--- src/rtl/ntt_bram_stream_io_if.sv ---
// Stream and BRAM-port bundle for ntt_bram_stream_io.
// slave = the stream/BRAM controller; master = the surrounding environment.
interface ntt_bram_stream_io_if #(
    parameter int DW = 18,
    parameter int AW = 7
);
    logic          s_valid;
    logic          s_ready;
    logic [DW-1:0] s_data;
    logic          m_valid;
    logic          m_ready;
    logic [DW-1:0] m_data;
    logic          bram_wr_en;
    logic [AW-1:0] bram_wr_addr;
    logic [DW-1:0] bram_wr_din;
    logic [AW-1:0] bram_rd_addr;
    logic [DW-1:0] bram_rd_dout;

    modport slave (
        input  s_valid, s_data, m_ready, bram_rd_dout,
        output s_ready, m_valid, m_data,
        output bram_wr_en, bram_wr_addr, bram_wr_din, bram_rd_addr
    );

    modport master (
        output s_valid, s_data, m_ready, bram_rd_dout,
        input  s_ready, m_valid, m_data,
        input  bram_wr_en, bram_wr_addr, bram_wr_din, bram_rd_addr
    );
endinterface

--- src/rtl/ntt_bram_stream_io.sv ---
// Load/unload streaming front end for the NTT coefficient BRAM.
// Define BITREV_LOAD_EN to write loaded words at bit-reversed addresses.
module ntt_bram_stream_io #(
    parameter int DW = 18,
    parameter int AW = 7
) (
    input  logic                  clk,
    input  logic                  rst_n,
    input  logic                  load_start,
    input  logic                  unload_start,
    ntt_bram_stream_io_if.slave   io,
    output logic                  loaded,
    output logic                  unloaded,
    output logic                  busy
);
    localparam int        N    = 1 << AW;
    localparam logic [AW:0] LAST = (AW+1)'(N - 1);

    typedef enum logic [1:0] {IDLE, LOAD, FULL, UNLOAD} state_t;

    state_t        state_reg;
    logic [AW:0]   wcnt_reg;
    logic [AW:0]   rcnt_reg;
    logic [AW:0]   ocnt_reg;
    logic          wr_en_reg;
    logic [AW-1:0] wr_addr_reg;
    logic [DW-1:0] wr_din_reg;
    logic          loaded_reg;
    logic          rd_pend_reg;
    logic [DW-1:0] buf_reg [2];
    logic          wptr_reg;
    logic          rptr_reg;
    logic [1:0]    occ_reg;

    logic          accept;
    logic          pop;
    logic          issue;
    logic          last_pop;
    logic [1:0]    occ_after_pop;
    logic [AW-1:0] waddr;

`ifdef BITREV_LOAD_EN
    genvar gi;
    for (gi = 0; gi < AW; gi++) begin : g_bitrev
        assign waddr[gi] = wcnt_reg[AW-1-gi];
    end
`else
    assign waddr = wcnt_reg[AW-1:0];
`endif

    assign accept        = (state_reg == LOAD) && io.s_valid;
    assign pop           = (occ_reg != 2'd0) && io.m_ready;
    assign last_pop      = (state_reg == UNLOAD) && pop && (ocnt_reg == LAST);
    // Credit this cycle's pop so a free-flowing stream sustains one word per cycle.
    assign occ_after_pop = occ_reg - {1'b0, pop};
    assign issue         = (state_reg == UNLOAD) && !rcnt_reg[AW] &&
                           ((occ_after_pop + {1'b0, rd_pend_reg}) < 2'd2);

    assign io.s_ready      = (state_reg == LOAD);
    assign io.m_valid      = (occ_reg != 2'd0);
    assign io.m_data       = buf_reg[rptr_reg];
    assign io.bram_wr_en   = wr_en_reg;
    assign io.bram_wr_addr = wr_addr_reg;
    assign io.bram_wr_din  = wr_din_reg;
    assign io.bram_rd_addr = rcnt_reg[AW-1:0];
    assign loaded          = loaded_reg;
    assign unloaded        = last_pop;
    assign busy            = (state_reg == LOAD) || (state_reg == UNLOAD);

    always_ff @(posedge clk or negedge rst_n) begin
        if (!rst_n) begin
            state_reg   <= IDLE;
            wcnt_reg    <= '0;
            rcnt_reg    <= '0;
            ocnt_reg    <= '0;
            wr_en_reg   <= 1'b0;
            wr_addr_reg <= '0;
            wr_din_reg  <= '0;
            loaded_reg  <= 1'b0;
            rd_pend_reg <= 1'b0;
            wptr_reg    <= 1'b0;
            rptr_reg    <= 1'b0;
            occ_reg     <= 2'd0;
            for (int i = 0; i < 2; i++) begin
                buf_reg[i] <= '0;
            end
        end else begin
            // Write side: register the accepted word towards the BRAM port.
            wr_en_reg  <= accept;
            loaded_reg <= accept && (wcnt_reg == LAST);
            if (accept) begin
                wr_addr_reg <= waddr;
                wr_din_reg  <= io.s_data;
                wcnt_reg    <= wcnt_reg + 1'b1;
            end

            // Read side: the word addressed last cycle lands in the buffer now.
            rd_pend_reg <= issue;
            if (issue) begin
                rcnt_reg <= rcnt_reg + 1'b1;
            end
            if (rd_pend_reg) begin
                buf_reg[wptr_reg] <= io.bram_rd_dout;
                wptr_reg          <= ~wptr_reg;
            end
            if (pop) begin
                rptr_reg <= ~rptr_reg;
                ocnt_reg <= ocnt_reg + 1'b1;
            end
            occ_reg <= occ_reg + {1'b0, rd_pend_reg} - {1'b0, pop};

            case (state_reg)
                IDLE: begin
                    if (load_start) begin
                        state_reg <= LOAD;
                        wcnt_reg  <= '0;
                    end
                end
                LOAD: begin
                    if (accept && (wcnt_reg == LAST)) begin
                        state_reg <= FULL;
                    end
                end
                FULL: begin
                    if (unload_start) begin
                        state_reg <= UNLOAD;
                        rcnt_reg  <= '0;
                        ocnt_reg  <= '0;
                    end
                end
                UNLOAD: begin
                    if (last_pop) begin
                        state_reg <= IDLE;
                    end
                end
                default: state_reg <= IDLE;
            endcase
        end
    end
endmodule

--- src/flat_wrapper.sv ---
// flat-port wrapper written by rule: the top's interface ports become plain ports
module ntt_bram_stream_io_flat 
#(
    parameter int DW = 18,
    parameter int AW = 7
)
  (clk, rst_n, load_start, unload_start, loaded, unloaded, busy, io_s_valid, io_s_data, io_m_ready, io_bram_rd_dout, io_s_ready, io_m_valid, io_m_data, io_bram_wr_en, io_bram_wr_addr, io_bram_wr_din, io_bram_rd_addr);
  ntt_bram_stream_io_if #(.DW(DW), .AW(AW)) io_i ();
  input  logic clk;
  input  logic rst_n;
  input  logic load_start;
  input  logic unload_start;
  output logic loaded;
  output logic unloaded;
  output logic busy;
  input wire logic [$bits(io_i.s_valid)-1:0] io_s_valid;
  input wire logic [$bits(io_i.s_data)-1:0] io_s_data;
  input wire logic [$bits(io_i.m_ready)-1:0] io_m_ready;
  input wire logic [$bits(io_i.bram_rd_dout)-1:0] io_bram_rd_dout;
  output wire logic [$bits(io_i.s_ready)-1:0] io_s_ready;
  output wire logic [$bits(io_i.m_valid)-1:0] io_m_valid;
  output wire logic [$bits(io_i.m_data)-1:0] io_m_data;
  output wire logic [$bits(io_i.bram_wr_en)-1:0] io_bram_wr_en;
  output wire logic [$bits(io_i.bram_wr_addr)-1:0] io_bram_wr_addr;
  output wire logic [$bits(io_i.bram_wr_din)-1:0] io_bram_wr_din;
  output wire logic [$bits(io_i.bram_rd_addr)-1:0] io_bram_rd_addr;
  assign io_i.s_valid = io_s_valid;
  assign io_i.s_data = io_s_data;
  assign io_i.m_ready = io_m_ready;
  assign io_i.bram_rd_dout = io_bram_rd_dout;
  assign io_s_ready = io_i.s_ready;
  assign io_m_valid = io_i.m_valid;
  assign io_m_data = io_i.m_data;
  assign io_bram_wr_en = io_i.bram_wr_en;
  assign io_bram_wr_addr = io_i.bram_wr_addr;
  assign io_bram_wr_din = io_i.bram_wr_din;
  assign io_bram_rd_addr = io_i.bram_rd_addr;
  ntt_bram_stream_io #(.DW(DW), .AW(AW)) u_core (.clk(clk), .rst_n(rst_n), .load_start(load_start), .unload_start(unload_start), .io(io_i), .loaded(loaded), .unloaded(unloaded), .busy(busy));
endmodule
--- config.mk ---
export PLATFORM = sky130hd
export DESIGN_NAME = ntt_bram_stream_io_flat
export DESIGN_NICKNAME = d
export VERILOG_FILES = /design/src/rtl/ntt_bram_stream_io_if.sv /design/src/rtl/ntt_bram_stream_io.sv /design/src/flat_wrapper.sv
export SDC_FILE = /design/constraint.sdc
export NUM_CORES = 1
export LEC_CHECK = 0
export CORE_ASPECT_RATIO = 0.6
export CORE_MARGIN = 3
export CORE_UTILIZATION = 30
export CTS_CLUSTER_DIAMETER = 120
export DETAILED_ROUTE_END_ITERATION = 10
export SLEW_MARGIN = 15
export SYNTH_ARGS = -nofsm -noshare
export SYNTH_HDL_FRONTEND = slang
export SYNTH_SLANG_ARGS = --single-unit
export TNS_END_PERCENT = 1
--- constraint.sdc ---
create_clock -name clk -period 2.1 [get_ports clk]
set_input_delay 0.21 -clock clk [delete_from_list [all_inputs] [get_ports clk]]
set_output_delay 0.21 -clock clk [all_outputs]
set_load 0.1 [all_outputs]
==> impl_metrics.yaml <==
sta:
  final.min_clock_period_ns: 2.05
  skew_ns: 0.00863
  period_share_pct: 97.8
  setup_tns_ns: 0
  rsz0062_at_grt: "yes"
  max-slew-margin-rel_pct: 58.7
  slew_viol_final: 0
  hold_viol: 0
  fin_hold_ws_ns: 0.422
  max_freq_mhz: 487
  worst-slew-pin-transition_ns: 0.619
  setup_viol: 0
clock_network:
  clock_sinks: 94
  post_cts_buffers: 0
  htreeDepth: 3
  clk_pin_slew_ns: 0.07
  numCtsBuffers: 9
  cts_tree: "built"
  clock_path_buffers: 2
  cts_root_buf: "clkbuf_16"
  clock_latency_ns: 0.33
layout:
  area_growth_pct: 39.8
  final_common_cell: "dfrtp_1"
  largest_reg_flops: 36
  antenna_cells: 0
  drive_gt1_share_pct: 42.3
  final_cell_mix: "dfrtp_1, mux2_2, buf_4, clkdlybuf4s50_1, buf_12"
  n_fill_cell: 1227
  nNetsFinal: 476
run_status:
  status: "finished clean"
critical_path:
  crit_cells: 5
  arrival_ns: 1.84
  path_max_fanout: 5
  cpMaxStageDelayCell: "nor4b_4"
  crit_path_end_kind: "output pin"
  worstSetupStartpoint: "u_core.occ_reg[1]$_DFF_PN0_"
  ff2ff_path_depth: 8
  crit_family: "simple AND/OR/NAND/NOR gates"
  worst_ep_required_time_ns: 1.89
  crit_buf_inv: 2
  critPathLaunchType: "flop"
  rrSetupSlack_ns: 0.15
  rr_startpoint: "u_core.occ_reg[0]$_DFF_PN0_"
  path_cells: "buf_6 > o21a_4 > nand4_4 > nor4b_4 > buf_12"
  crit_type: "flop to output pin"
  max_stage_delay_ns: 0.42
worst_hold_path:
  worstHoldPathType: "primary input to async pin"
job:
  maxCapViolations: 0
routing:
  route.detailed.drc: 0
  drt_iter0_drc: 119
  vias: 2725
  detail-route-antenna-nets: 0
  viasPerCell: 4.42
  wl_mm: 8.84
  drt-pass1-iter-count: 4
  drt-wirelength-per-cell_microns: 14.3
yosys:
  synth_warnings: 0
  synth_cell_types: 41
  syn_area_per_cell_sq_um: 13.2
  ys.flop_type: "dfrtp_1"
  synth_nets: 370
  yosys_register_bits: 94
  synth_edf_count: 0
  syn-instance-count: 319
  synth_largest_area_cell: "dfrtp_1"
  yosys-top-cells-area: "dfrtp_1, mux2_2, ha_1"
  synth_area_sq_mm: 0.00422
  async_flop_share_pct: 100
  synth_top_area_share_pct: 55.7
  synth-seq-area-share_pct: 55.7
global_route:
  grt_pass1_vias: 2905
  grt-ovfl-total: 0
  track_usage_pct: 11.7
  grt_max_degree: 48
  antenna_found_initial: 0
  grt_pass1_wl_mm: 14.8
floorplan:
  die_h_microns: 97.9
  fp.dieW_microns: 159
  ios: 98
  initial_utilization_pct: 31.8
  die-area_sq_mm: 0.0156
  coreArea_sq_mm: 0.0133
  num_rows: 32
placed_design:
  dp_hpwl_mm: 6.48
  portBuffers: 97
  gp_congestion: 0.731
[stage by stage]
stage	cells	instance area, sq um	worst slack (ns)	util (%)
final	617	5900	0.0467	44.4
after floorplan	319	4250	-0.0363	-
after CTS	617	5890	0.00905	44.3
after global placement	600	5570	0.0368	41.9
after global routing	617	5900	-0.0489	44.4
after detailed placement	600	5570	-0.0485	41.9
[per-layer routing]
layer  vias up  global-route usage [%]  routed length [microns]
met5         -                       0                        0
met4         0                    2.82                       55
met3         6                    4.11                      397
met2        65                    17.3                     3740
met1      1336                    16.6                     4650
li1       1318                       -                        -
[kinds of logic after synthesis]
family	after synthesis	synth area share, %
DFF	94	55.7
muxes	83	22.1
and+or+nand+nor	68	8.95
buffers and inverters	25	3.02
AOI/OAI and AO/OA	22	3.85
xor gates and xnor gates	18	3.73
adders and majority gates	9	2.67
[what timing repair did]
item	4_1_cts	5_1_grt
hold buffers	1	0
resized for setup	0	4
hold endpoints to repair	45	0
setup endpoints to repair	0	5
[cell usage after synthesis (4+ instances only)]
master,count
dfrtp_1,94
mux2_2,78
nor2_1,18
nand2_1,15
xor2_1,10
ha_1,9
a21oi_1,8
inv_1,8
xnor2_1,8
buf_4,7
nand3_1,7
buf_2,6
o21ai_0,6
and3_1,5
or3_1,5
mux2i_1,4
[final cells by class]
cell class	count	area, sq um	share of cell area [%]
clock buffer	10	239	4.05
tap	187	234	3.96
multi-input combinational	200	1790	30.2
clock inverter	6	66.3	1.12
inverter	8	30.0	0.509
timing repair buffer	112	1200	20.3
sequential	94	2350	39.8
[final timing paths]
path                                                         end
min                               u_core.buf_reg[30]$_DFFE_PN0P_
max in group asynchronous         u_core.buf_reg[22]$_DFFE_PN0P_
min reg2reg                              u_core.loaded$_DFF_PN0_
min in group clk           u_core.io.bram_wr_din[15]$_DFFE_PN0P_
max                                                     unloaded
max reg2reg                         u_core.rcnt_reg[5]$_DFF_PN0_
[worst reg2reg max path, delay by kind of cell (launching register included)]
family / cells / cell delay, ns
mux: 1 / 0.12
buf+inv: 1 / 0.06
simple gates: 2 / 0.50
fa+ha+maj: 1 / 0.24
compound gates: 2 / 0.36
xor+xnor: 1 / 0.16
flops: 1 / 0.43
Power is not shown: default switching activity piles up to over one toggle a cycle in this logic, so the estimate is an artifact.
